===== src/rtl/afbc_block_encoder.sv =====
// rtl/afbc_block_encoder.sv - AFBC-style block encoder: solid-block detection, header plus raw payload beats
//
// Accepts one block of NPIX pixels, inspects it for a single repeated colour and
// emits a header beat followed, for non-solid blocks, by the raw block split into
// BEATS = NPIX*PIX_W/OUT_W payload beats.
//
// Build option: define AFBC_SOLID_DETECT_EN to enable solid-block detection.
// Without it every block is emitted raw.
//
// Ports:
//   clk, rst_n            clock (rising edge), asynchronous active-low reset
//   blk_valid/blk_ready   input block handshake, blk_pixels pixel i at [i*PIX_W +: PIX_W]
//   cmp_valid/cmp_ready   output beat handshake, cmp_data beat, cmp_last end of block
//   perf_blocks_in        blocks accepted (wraps)
//   perf_beats_out        beats handed downstream (wraps)
//   perf_solid_blocks     blocks emitted as solid (wraps)

module afbc_block_encoder #(
    parameter int PIX_W = 32,
    parameter int NPIX  = 16,
    parameter int OUT_W = 128
) (
    input  logic                  clk,
    input  logic                  rst_n,
    input  logic                  blk_valid,
    input  logic [NPIX*PIX_W-1:0] blk_pixels,
    output logic                  blk_ready,
    output logic                  cmp_valid,
    output logic [OUT_W-1:0]      cmp_data,
    output logic                  cmp_last,
    input  logic                  cmp_ready,
    output logic [31:0]           perf_blocks_in,
    output logic [31:0]           perf_beats_out,
    output logic [31:0]           perf_solid_blocks
);

    localparam int BLK_W = NPIX * PIX_W;
    localparam int BEATS = BLK_W / OUT_W;
    localparam int IDX_W = (BEATS > 1) ? $clog2(BEATS) : 1;
    localparam logic [IDX_W-1:0] LAST_IDX    = IDX_W'(BEATS - 1);
    localparam logic [7:0]       BEATS_FIELD = 8'(BEATS);

    typedef enum logic [1:0] {
        IDLE    = 2'd0,
        ANALYZE = 2'd1,
        HDR     = 2'd2,
        PAYLOAD = 2'd3
    } state_t;

    state_t           state;
    state_t           state_next;
    logic [BLK_W-1:0] buffer;
    logic             solid;
    logic             solid_calc;
    logic [IDX_W-1:0] beat_idx;
    logic [OUT_W-1:0] header;
    logic             accept;
    logic             beat_hs;

    assign accept  = blk_valid && blk_ready;
    assign beat_hs = cmp_valid && cmp_ready;

`ifdef AFBC_SOLID_DETECT_EN
    // Solid means every pixel matches pixel 0 of the buffered block.
    always_comb begin
        solid_calc = 1'b1;
        for (int i = 1; i < NPIX; i++) begin
            if (buffer[i*PIX_W +: PIX_W] != buffer[PIX_W-1:0]) begin
                solid_calc = 1'b0;
            end
        end
    end
`else
    assign solid_calc = 1'b0;
`endif

    // Header: mode in [1:0], solid colour above it, payload beat count above that.
    always_comb begin
        header                    = '0;
        header[1:0]               = solid ? 2'b01 : 2'b00;
        header[PIX_W+1:2]         = solid ? buffer[PIX_W-1:0] : '0;
        header[PIX_W+9:PIX_W+2]   = solid ? 8'd0 : BEATS_FIELD;
    end

    // State register
    always_ff @(posedge clk or negedge rst_n) begin
        if (!rst_n) begin
            state <= IDLE;
        end else begin
            state <= state_next;
        end
    end

    // Next-state logic
    always_comb begin
        state_next = state;
        case (state)
            IDLE:    if (blk_valid) state_next = ANALYZE;
            ANALYZE: state_next = HDR;
            HDR:     if (cmp_ready) state_next = solid ? IDLE : PAYLOAD;
            PAYLOAD: if (cmp_ready && (beat_idx == LAST_IDX)) state_next = IDLE;
            default: state_next = IDLE;
        endcase
    end

    // Outputs depend only on state and registered data, so they stay stable
    // while downstream stalls.
    always_comb begin
        blk_ready = 1'b0;
        cmp_valid = 1'b0;
        cmp_last  = 1'b0;
        cmp_data  = '0;
        case (state)
            IDLE: blk_ready = 1'b1;
            HDR: begin
                cmp_valid = 1'b1;
                cmp_last  = solid;
                cmp_data  = header;
            end
            PAYLOAD: begin
                cmp_valid = 1'b1;
                cmp_last  = (beat_idx == LAST_IDX);
                cmp_data  = buffer[beat_idx*OUT_W +: OUT_W];
            end
            default: ;
        endcase
    end

    // Block buffer, solid flag, payload index and statistics
    always_ff @(posedge clk or negedge rst_n) begin
        if (!rst_n) begin
            buffer            <= '0;
            solid             <= 1'b0;
            beat_idx          <= '0;
            perf_blocks_in    <= '0;
            perf_beats_out    <= '0;
            perf_solid_blocks <= '0;
        end else begin
            if (accept) begin
                buffer         <= blk_pixels;
                perf_blocks_in <= perf_blocks_in + 32'd1;
            end
            if (state == ANALYZE) begin
                solid <= solid_calc;
            end
            if (state == HDR) begin
                beat_idx <= '0;
            end else if ((state == PAYLOAD) && cmp_ready) begin
                beat_idx <= beat_idx + 1'b1;
            end
            if (beat_hs) begin
                perf_beats_out <= perf_beats_out + 32'd1;
            end
            if (beat_hs && (state == HDR) && solid) begin
                perf_solid_blocks <= perf_solid_blocks + 32'd1;
            end
        end
    end

endmodule


===== config.mk =====
export PLATFORM = sky130hd
export DESIGN_NAME = afbc_block_encoder
export DESIGN_NICKNAME = d
export VERILOG_FILES = /design/src/rtl/afbc_block_encoder.sv
export SDC_FILE = /design/constraint.sdc
export NUM_CORES = 1
export LEC_CHECK = 0
export ABC_AREA = 1
export ABC_CLOCK_PERIOD_IN_PS = 2430
export CORE_AREA = 2 2 291 293
export CTS_CLUSTER_DIAMETER = 80
export DETAILED_ROUTE_END_ITERATION = 7
export DIE_AREA = 0 0 293 295
export PLACE_DENSITY = 0.58
export SLEW_MARGIN = 20
export SYNTH_ARGS = -nofsm -noshare
export SYNTH_HDL_FRONTEND = slang
export SYNTH_SLANG_ARGS = --single-unit

===== constraint.sdc =====
create_clock -name clk -period 2.43 [get_ports clk]
set_input_delay 0.486 -clock clk [delete_from_list [all_inputs] [get_ports clk]]
set_output_delay 0.486 -clock clk [all_outputs]
set_load 0.02 [all_outputs]

# Word-level counts from Yosys, hierarchy flattened
# Cells that the tools add are included.
op_classes:
  shifts: 1
  n_mux: 10
  n_reduce_logical: 8
  n_addsub: 3
  eq_ne: 7
op_table:
  columns: ["operator", "count"]
  rows:
  - ["variable part select 512 x 10 -> 128 bit", 1]
  - ["case mux 128 bit (2 select lines)", 1]
  - ["adder 32 x 1 -> 32 bit, second input constant", 2]
  - ["two-way mux 2 bit", 5]
  - ["case mux 2 bit (4 select lines)", 1]
  - ["equality test 2 bit, second input constant", 3]
  - ["inequality test 2 bit, second input constant", 3]
  - ["logical AND 1 bit", 4]
  - ["two-way mux 1 bit", 3]
  - ["AND reduction 3 bit", 1]
  - ["adder 2 x 1 -> 2 bit, second input constant", 1]
  - ["equality test 2 x 1 -> 1 bit, second input constant", 1]
  - ["logical NOT 2 bit", 1]
  - ["nonzero test 2 bit", 1]
  - ["OR reduction 2 bit", 1]
totals:
  word_cells: 34
  reg_bits: 580
  output_inout_bits: 227
  input_bits: 516

# Logic depth before layout (Yosys ltp)
# Gate-level depths: netlist of the first run.
depth:
  word_depth: 4
  mapped_depth: 11
  depth_no_buf: 10

# Worst setup path after synthesis of the first run
# No wires, ideal clock.
synth_timing:
  kind: "reg2out"
  start: "reg beat_idx[0]"
  end: "out cmp_data[100]"
  n_path_buf: 3
  t_required_ns: 1.944
  setup_slack_ns: 0.524
  arrival_time_ns: 1.420
  stages_incl_launch_ff: 7
  path_cell_list: "dfrtp_1 -> buf_2 -> inv_2 -> buf_4 -> clkbuf_1 -> o21ai_0 -> a21oi_1"
synth_via:
  elab_chain_len: 2
synth_lines:
  columns: ["element", "line", "text"]
  rows:
  - ["from (decl)", "55", "logic [IDX_W-1:0] beat_idx;"]
  - ["from (signal assigned)", "149", "beat_idx <= beat_idx + 1'b1;"]
  - ["variable part select 512 x 10 -> 128 bit", "123", "cmp_data = buffer[beat_idx*OUT_W +: OUT_W];"]
  - ["case mux 128 bit (2 select lines)", "113", "case (state)"]
  - ["to (decl)", "29", "output logic [OUT_W-1:0] cmp_data,"]
# No other way between the ends.

# Worst setup path after layout of the first run
layout_timing:
  start: "reg beat_idx[0]"
  end: "out cmp_data[69]"
# Same word-level chain as after synthesis.

==> metrics, run 1 <==
FF-to-FF Start state[0]; post-synthesis cell area approximately 27000 µm²; Crit Path Category reg2out; Critical Path AT between 2 and 2.5 ns; Final Skew between 0.015 and 0.02 ns; Ports 743; clk sink count 580; Worst Setup SP beat_idx[0]; final count of hold timing violations 0; placed cell count 5355; commonest non-fill, non-tap cell in the layout nand2_1; failing checks negative setup slack; RePlAce Congestion 0.8818; crit-path max FO 15; fillers 8140; most frequent cells in the layout nand2_1 (1671), dfrtp_1 (578), clkdlybuf4s50_1 (578); EDFF count, synth 0; initial core utilization 0.3290; DRC 0; Worst Max-Slew Pin Slew 0.5880 ns; post-route cell area between 40000 and 50000 µm²; status finished with violations; setup violators final 129; pwr dens 1230 nW/µm²; CTS buffer count 70; Final Util 0.4885; iteration count of the initial detailed-routing pass 6; overall die height 295 µm; top sig layer met5; pin count of the biggest net entering global routing 118; Yosys cell types 30; initial antenna violation count 35; ys async rst share 1.000; mean routed wirelength per cell roughly 20 µm; post-route clock period utilization 1.129; CTS Buffer Depth 3; WP data required 1.94 ns; Yosys warnings 0; Routed Antenna Nets 0; worst hold slack slightly above 0.4 ns; Site Rows 106; RSZ-0062 raised after global routing true; post-synthesis cell count 3650; via/cell ratio roughly 4.8; Clock Pin Slew Worst Setup and Hold Paths 0.06 ns; Remaining Overflow, GRT 0; total wire length ~110000 µm; Lkg Pwr 19.52 nW; Final HPWL DP 75810 µm; post-route insts no fill 5548; Die Wd 293 µm; Core ar. 83160 µm²; Yosys reg bits 580; H-tree depth 3; CTS Root Buffer Type clkbuf_16; nets 4917; Layout area overhead 48.47%; leading register cell type out of synthesis dfrtp_1; met3 routed WL 6383 µm; Worst-Skew Late Latency 0.60 ns; Max-Cap Viols 0; fmax 0.3645 GHz; wire length on met2 52420 µm; Tmin final 2.743 ns; post-route setup slack -0.3132 ns; vias in the first global route 25994; die area 86440 µm²; final slew viol count 0; Post-DP Area 36270 µm²; Setup WS pre-CTS -0.2227 ns; worst vdd ir 0.0005856 V; first-pass GRT wire length about 160000 µm; share of layout cells above drive strength 1 0.1525; GR Util All Layers 0.2407; initial DRC count 1926; CP Capture Type output port; Via Count 26588; Critical Path Start Type flip-flop; Post-Synthesis Mean Instance Area roughly 7.5 µm²; Slew Limit Headroom 0.6080; CTS tree built; Port Buffers 710; Min-Delay Startpoint blk_pixels[325]; wl on met1 between 40000 and 50000 µm; Seq/Total Area, Yosys 0.5305; worst min-delay path class in2reg
==> timing repair <==
item / 4_1_cts / 5_1_grt
gates cloned: 6 / 17
pin swaps: 30 / 127
hold endpoints to repair: 29 / 0
hold buffers: 1 / 0
resized for setup: 492 / 661
setup endpoints to repair: 131 / 131
setup buffers: 5 / 22
==> Yosys cell counts, types with 2 or more instances <==
cell type  number  share of area
nand2_1      1671           0.23
nand3_2         3         0.0011
nand3b_1        9         0.0025
nand2_2         2        0.00046
inv_1          50         0.0069
buf_4          40          0.011
a21oi_1       128          0.023
nor3_1         11         0.0020
inv_2           3        0.00041
nand3_1        33         0.0060
nand4_1        14         0.0032
clkbuf_1       64         0.0088
nor2_2         10         0.0023
ha_1            7         0.0032
o21ai_0       261          0.048
dfrtp_1       580           0.53
buf_2         132          0.024
xor2_1         18         0.0058
nor2_1        569          0.078
nor2_4          7         0.0029
xnor2_1        22         0.0070
buf_1           8         0.0011
==> critical path, cell delays in order (launching register included) <==
cell and delay, ns:
dfrtp_4 0.52, buf_12 0.16, clkinv_16 0.11, buf_16 0.17, buf_6 0.12, o21ai_0 0.09
a21oi_1 0.25, buf_4 0.19
==> sequential cells by signal, indices dropped and copies added, names as in the netlist <==
| signal | count |
|---|---|
| buffer | 512 |
| perf_beats_out | 32 |
| beat_idx | 2 |
| state | 2 |
| perf_blocks_in | 32 |
==> power by group <==
part | switching (mW) | total [mW] | leakage (nW) | internal (mW)
Sequential | 2.92 | 16.6 | 7.34 | 13.7
Combinational | 13.2 | 22.8 | 11.1 | 9.60
Clock | 4.48 | 10.6 | 1.12 | 6.13
Total | 20.6 | 50.0 | 19.5 | 29.4
==> routing by layer <==
layer	vias to the layer above	track usage
met5	-	0
met4	26	0.08593
met3	210	0.04571
met2	877	0.3949
met1	12664	0.3181
li1	12811	-
==> metrics by stage <==
| stage | power, mW | setup TNS, ns |
|---|---|---|
| after floorplan | 26.75 | 0 |
| after global placement | 35.33 | -7.908 |
| after detailed placement | 35.53 | -8.800 |
| after CTS | 46.82 | -39.56 |
| after global routing | 53.21 | -35.92 |
| final | 49.98 | -25.56 |
==> worst paths after layout <==
| kind | end | slack (ns) | cells after the start |
|---|---|---|---|
| setup / recovery | cmp_data[69] | -0.31 | 7 |
| hold / removal | buffer[325] | 0.40 | 3 |
| setup reg to reg | buffer[244] | 0.43 | 7 |
| hold reg to reg | buffer[460] | 0.47 | 2 |
| max in group asynchronous | buffer[199] | 1.22 | 3 |
| min in group asynchronous | buffer[417] | 0.43 | 2 |
==> final cells by class <==
type	count	area, µm²	share of cell area
well taps	1080	1351	0.03327
multi-input cells	2803	12560	0.3093
flip-flops and latches	580	14520	0.3575
repair buffers	886	9598	0.2363
diodes	23	57.56	0.001417
inverters	53	250.2	0.006160
clock buffers	100	2006	0.04937
clock inverters	23	272.8	0.006715
==> cell families after synthesis <==
kind of cell,synth area share
adders and majority gates,0.003201
and+or+nand+nor,0.3288
DFF,0.5305
xor gates and xnor gates,0.01280
AOI/OAI and AO/OA,0.07189
buffers and inverters,0.05268
other,0.0001371
Note: power is estimated with default switching activity, not from simulation.
==> run 2: changes to the inputs <==
--- a/config.mk
+++ b/config.mk
@@ -11,6 +11,7 @@
 export CTS_CLUSTER_DIAMETER = 80
 export DETAILED_ROUTE_END_ITERATION = 7
 export DIE_AREA = 0 0 293 295
+export GPL_ROUTABILITY_DRIVEN = 0
 export PLACE_DENSITY = 0.58
 export SLEW_MARGIN = 20
 export SYNTH_ARGS = -nofsm -noshare
==> run 2 against run 1 <==
Compared with the run above: clock power is essentially flat; fmax shrank 2.0%; die area is the same; via count shrank 0.15%; the flow still finishes with violations (negative setup slack); utilization shrank 0.41 points; total power shrank 1.5%; largest cell class unchanged.
==> metrics, run 2 (synthesized netlist as in run 1, its figures left out) <==
Ports 743 (unchanged); worst reg2reg path endpoint buffer[433]; FF-to-FF Start state[0]; RSZ-0062 raised after global routing true; CTS tree built; CTS buffer count 70 (unchanged); post-route clock period utilization 1.152 (+0.02316); Port Buffers 710 (unchanged); wl on met1 47020 µm (+0.62%); Min-Delay Startpoint blk_pixels[291]; initial core utilization 0.3290 (unchanged); Top reg by flops buffer; Core ar. 83160 µm² (unchanged); share of layout cells above drive strength 1 0.1391 (-0.01345); total power 49.24 mW (-1.5%); nets 4938 (+0.43%); CP Capture Type output port; initial antenna violation count 34 (-2.9%); pin count of the biggest net entering global routing 75 (-36%); CTS Root Buffer Type clkbuf_16; clk sink count 580 (unchanged); Critical Path Start Type flip-flop; Register-to-Register Path Depth 7 (unchanged); Final HPWL DP 76640 µm (+1.1%); Die Wd 293 µm (unchanged); overall die height 295 µm (unchanged); Crit Path Category reg2out; Routed Antenna Nets 0 (unchanged); Top Registers buffer (512), perf_beats_out (32), perf_blocks_in (32); Worst path top cell family by delay buffers and inverters; CP Capture Point cmp_data[51]; setup violators final 129 (unchanged); total wire length 110000 µm (+0.38%); DRC 0 (unchanged); Clock Pin Slew Worst Setup and Hold Paths 0.06 ns (about the same); first-pass GRT wire length 159900 µm (+0.14%); via/cell ratio 4.762 (-0.63%); wire length on met2 52340 µm (-0.15%); most used cell, CP buf_12; mean routed wirelength per cell 19.72 µm (-0.11%); Largest register FFs 512 (unchanged); Tmin final 2.799 ns (+0.05628 ns); failing checks negative setup slack; Worst Path Buf+Inv 5 (unchanged); CTS Buffer Depth 3 (unchanged); final slew viol count 0 (unchanged); initial DRC count 1961 (+1.8%); Layout area overhead 47.23%; Final Skew 0.02403 ns (+0.009029 ns); Pint 29.30 mW (-0.42%); final count of hold timing violations 0 (unchanged); Seq pwr share 0.333 (about the same); commonest non-fill, non-tap cell in the layout nand2_1; WP data required 1.94 ns (about the same); met3 routed WL 6710 µm (+5.1%); post-route insts no fill 5575 (+0.49%); GR Util All Layers 0.2431 (+0.002335); switch share 0.4049 (-0.006307); Worst Setup SP beat_idx[0]; post-route cell area 40280 µm² (-0.84%); Max-Cap Viols 0 (unchanged); most frequent cells in the layout nand2_1 (1670), dfrtp_1 (578), clkdlybuf4s50_1 (578); critical-path cell list buf_12 > buf_16 > buf_12 > buf_6 > nor2_2 > nor2_1 > o21ai_1 > a21oi_2 > buf_4; top sig layer met5; worst vdd ir 0.0006002 V (+2.5%); slowest library cell on the worst path dfrtp_4; Comb power frac 0.447 (-0.008); fmax 0.3572 GHz (-2.0%); Lkg Pwr 19.54 nW (+0.11%); post-route setup slack -0.3694 ns (-0.05628 ns); Net Switching 19.94 mW (-3.0%); Worst Max-Slew Pin Slew 0.5848 ns (-0.003252 ns); R2R Setup Slk 0.46 ns (+0.03 ns); Crit path depth 9 (+2); die area 86440 µm² (unchanged); worst min-delay path class in2reg; Via Count 26548 (-0.15%); status finished with violations; Critical Path AT 2.31 ns (+0.05 ns); placed cell count 5378 (+0.43%); final setup TNS -31.35 ns (-5.793 ns); Post-DP Area 36400 µm² (+0.35%); Clock power frac 0.220 (+0.008); Remaining Overflow, GRT 0 (unchanged); crit-path max cell delay 0.51 ns (about the same); Site Rows 106 (unchanged); iteration count of the initial detailed-routing pass 5 (-1); vias in the first global route 26351 (+1.4%); pwr dens 1222 nW/µm² (-0.64%); Slew Limit Headroom 0.6101 (+0.002168); Worst-Skew Late Latency 0.61 ns (about the same); H-tree depth 3 (unchanged); crit-path max FO 7 (-8)
[run 2: worst min-delay path by stage]
| stage | depth (start not counted) | to | slack (ns) |
|---|---|---|---|
| final | 3 | buffer[291] | 0.39 |
| after global placement | 2 | buffer[436] | 0.46 |
| after CTS | 3 | buffer[291] | 0.36 |
| after detailed placement | 2 | buffer[477] | 0.46 |
| after floorplan | 0 | beat_idx[0] | 0.19 |
| after global routing | 3 | buffer[437] | 0.38 |
[run 2: layout make-up]
cell class                      count  area (µm²)
Multi-Input combinational cell   2803       12160
Fill cell                        8157       42880
Sequential cell                   580       14520
Antenna cell                       30       75.07
Clock buffer                      103        2087
Tap cell                         1080        1351
Inverter                           53       247.7
Clock inverter                     19       264.0
Timing Repair Buffer              906        9543
Timing Repair inverter              1       30.03
[run 2: through the flow]
stage / util / setup WS (ns) / hold WS (ns)
floorplan: - / 0.5239 / 0.1904
global placement: 0.4377 / -0.1979 / 0.4565
detailed placement: 0.4377 / -0.2004 / 0.4598
CTS: 0.4712 / -0.4991 / 0.3551
global route: 0.4843 / -0.4481 / 0.3811
finish: 0.4844 / -0.3694 / 0.3933
[run 2: tightest hold or removal path, cell delays in order]
cell and delay, ns:
clkdlybuf4s50_1 0.39, nand2_1 0.06, nand2_1 0.04
[run 2: timing repair]
action | in CTS | in global routing
pin swaps | 22 | 121
resized for setup | 519 | 477
hold endpoints to repair | 34 | 0
hold buffers | 1 | 0
endpoints found under the setup margin | 131 | 131
setup buffers | 9 | 28
gates cloned | 6 | 12
[run 2: layer usage]
layer  global-route usage  vias up
li1                     -    12850
met1               0.3170    12618
met2               0.3946      878
met3              0.04781      190
met4               0.1037       12
met5                    0        -
[run 2: power groups by stage]
stage | sequential [mW] | clock (mW) | combinational, mW
after floorplan | 15.4 | 0 | 11.3
after global placement | 16.2 | 0 | 19.3
after detailed placement | 16.2 | 0 | 19.5
after CTS | 16.2 | 11.0 | 20.2
after global routing | 16.9 | 11.4 | 24.3
final | 16.4 | 10.8 | 22.0
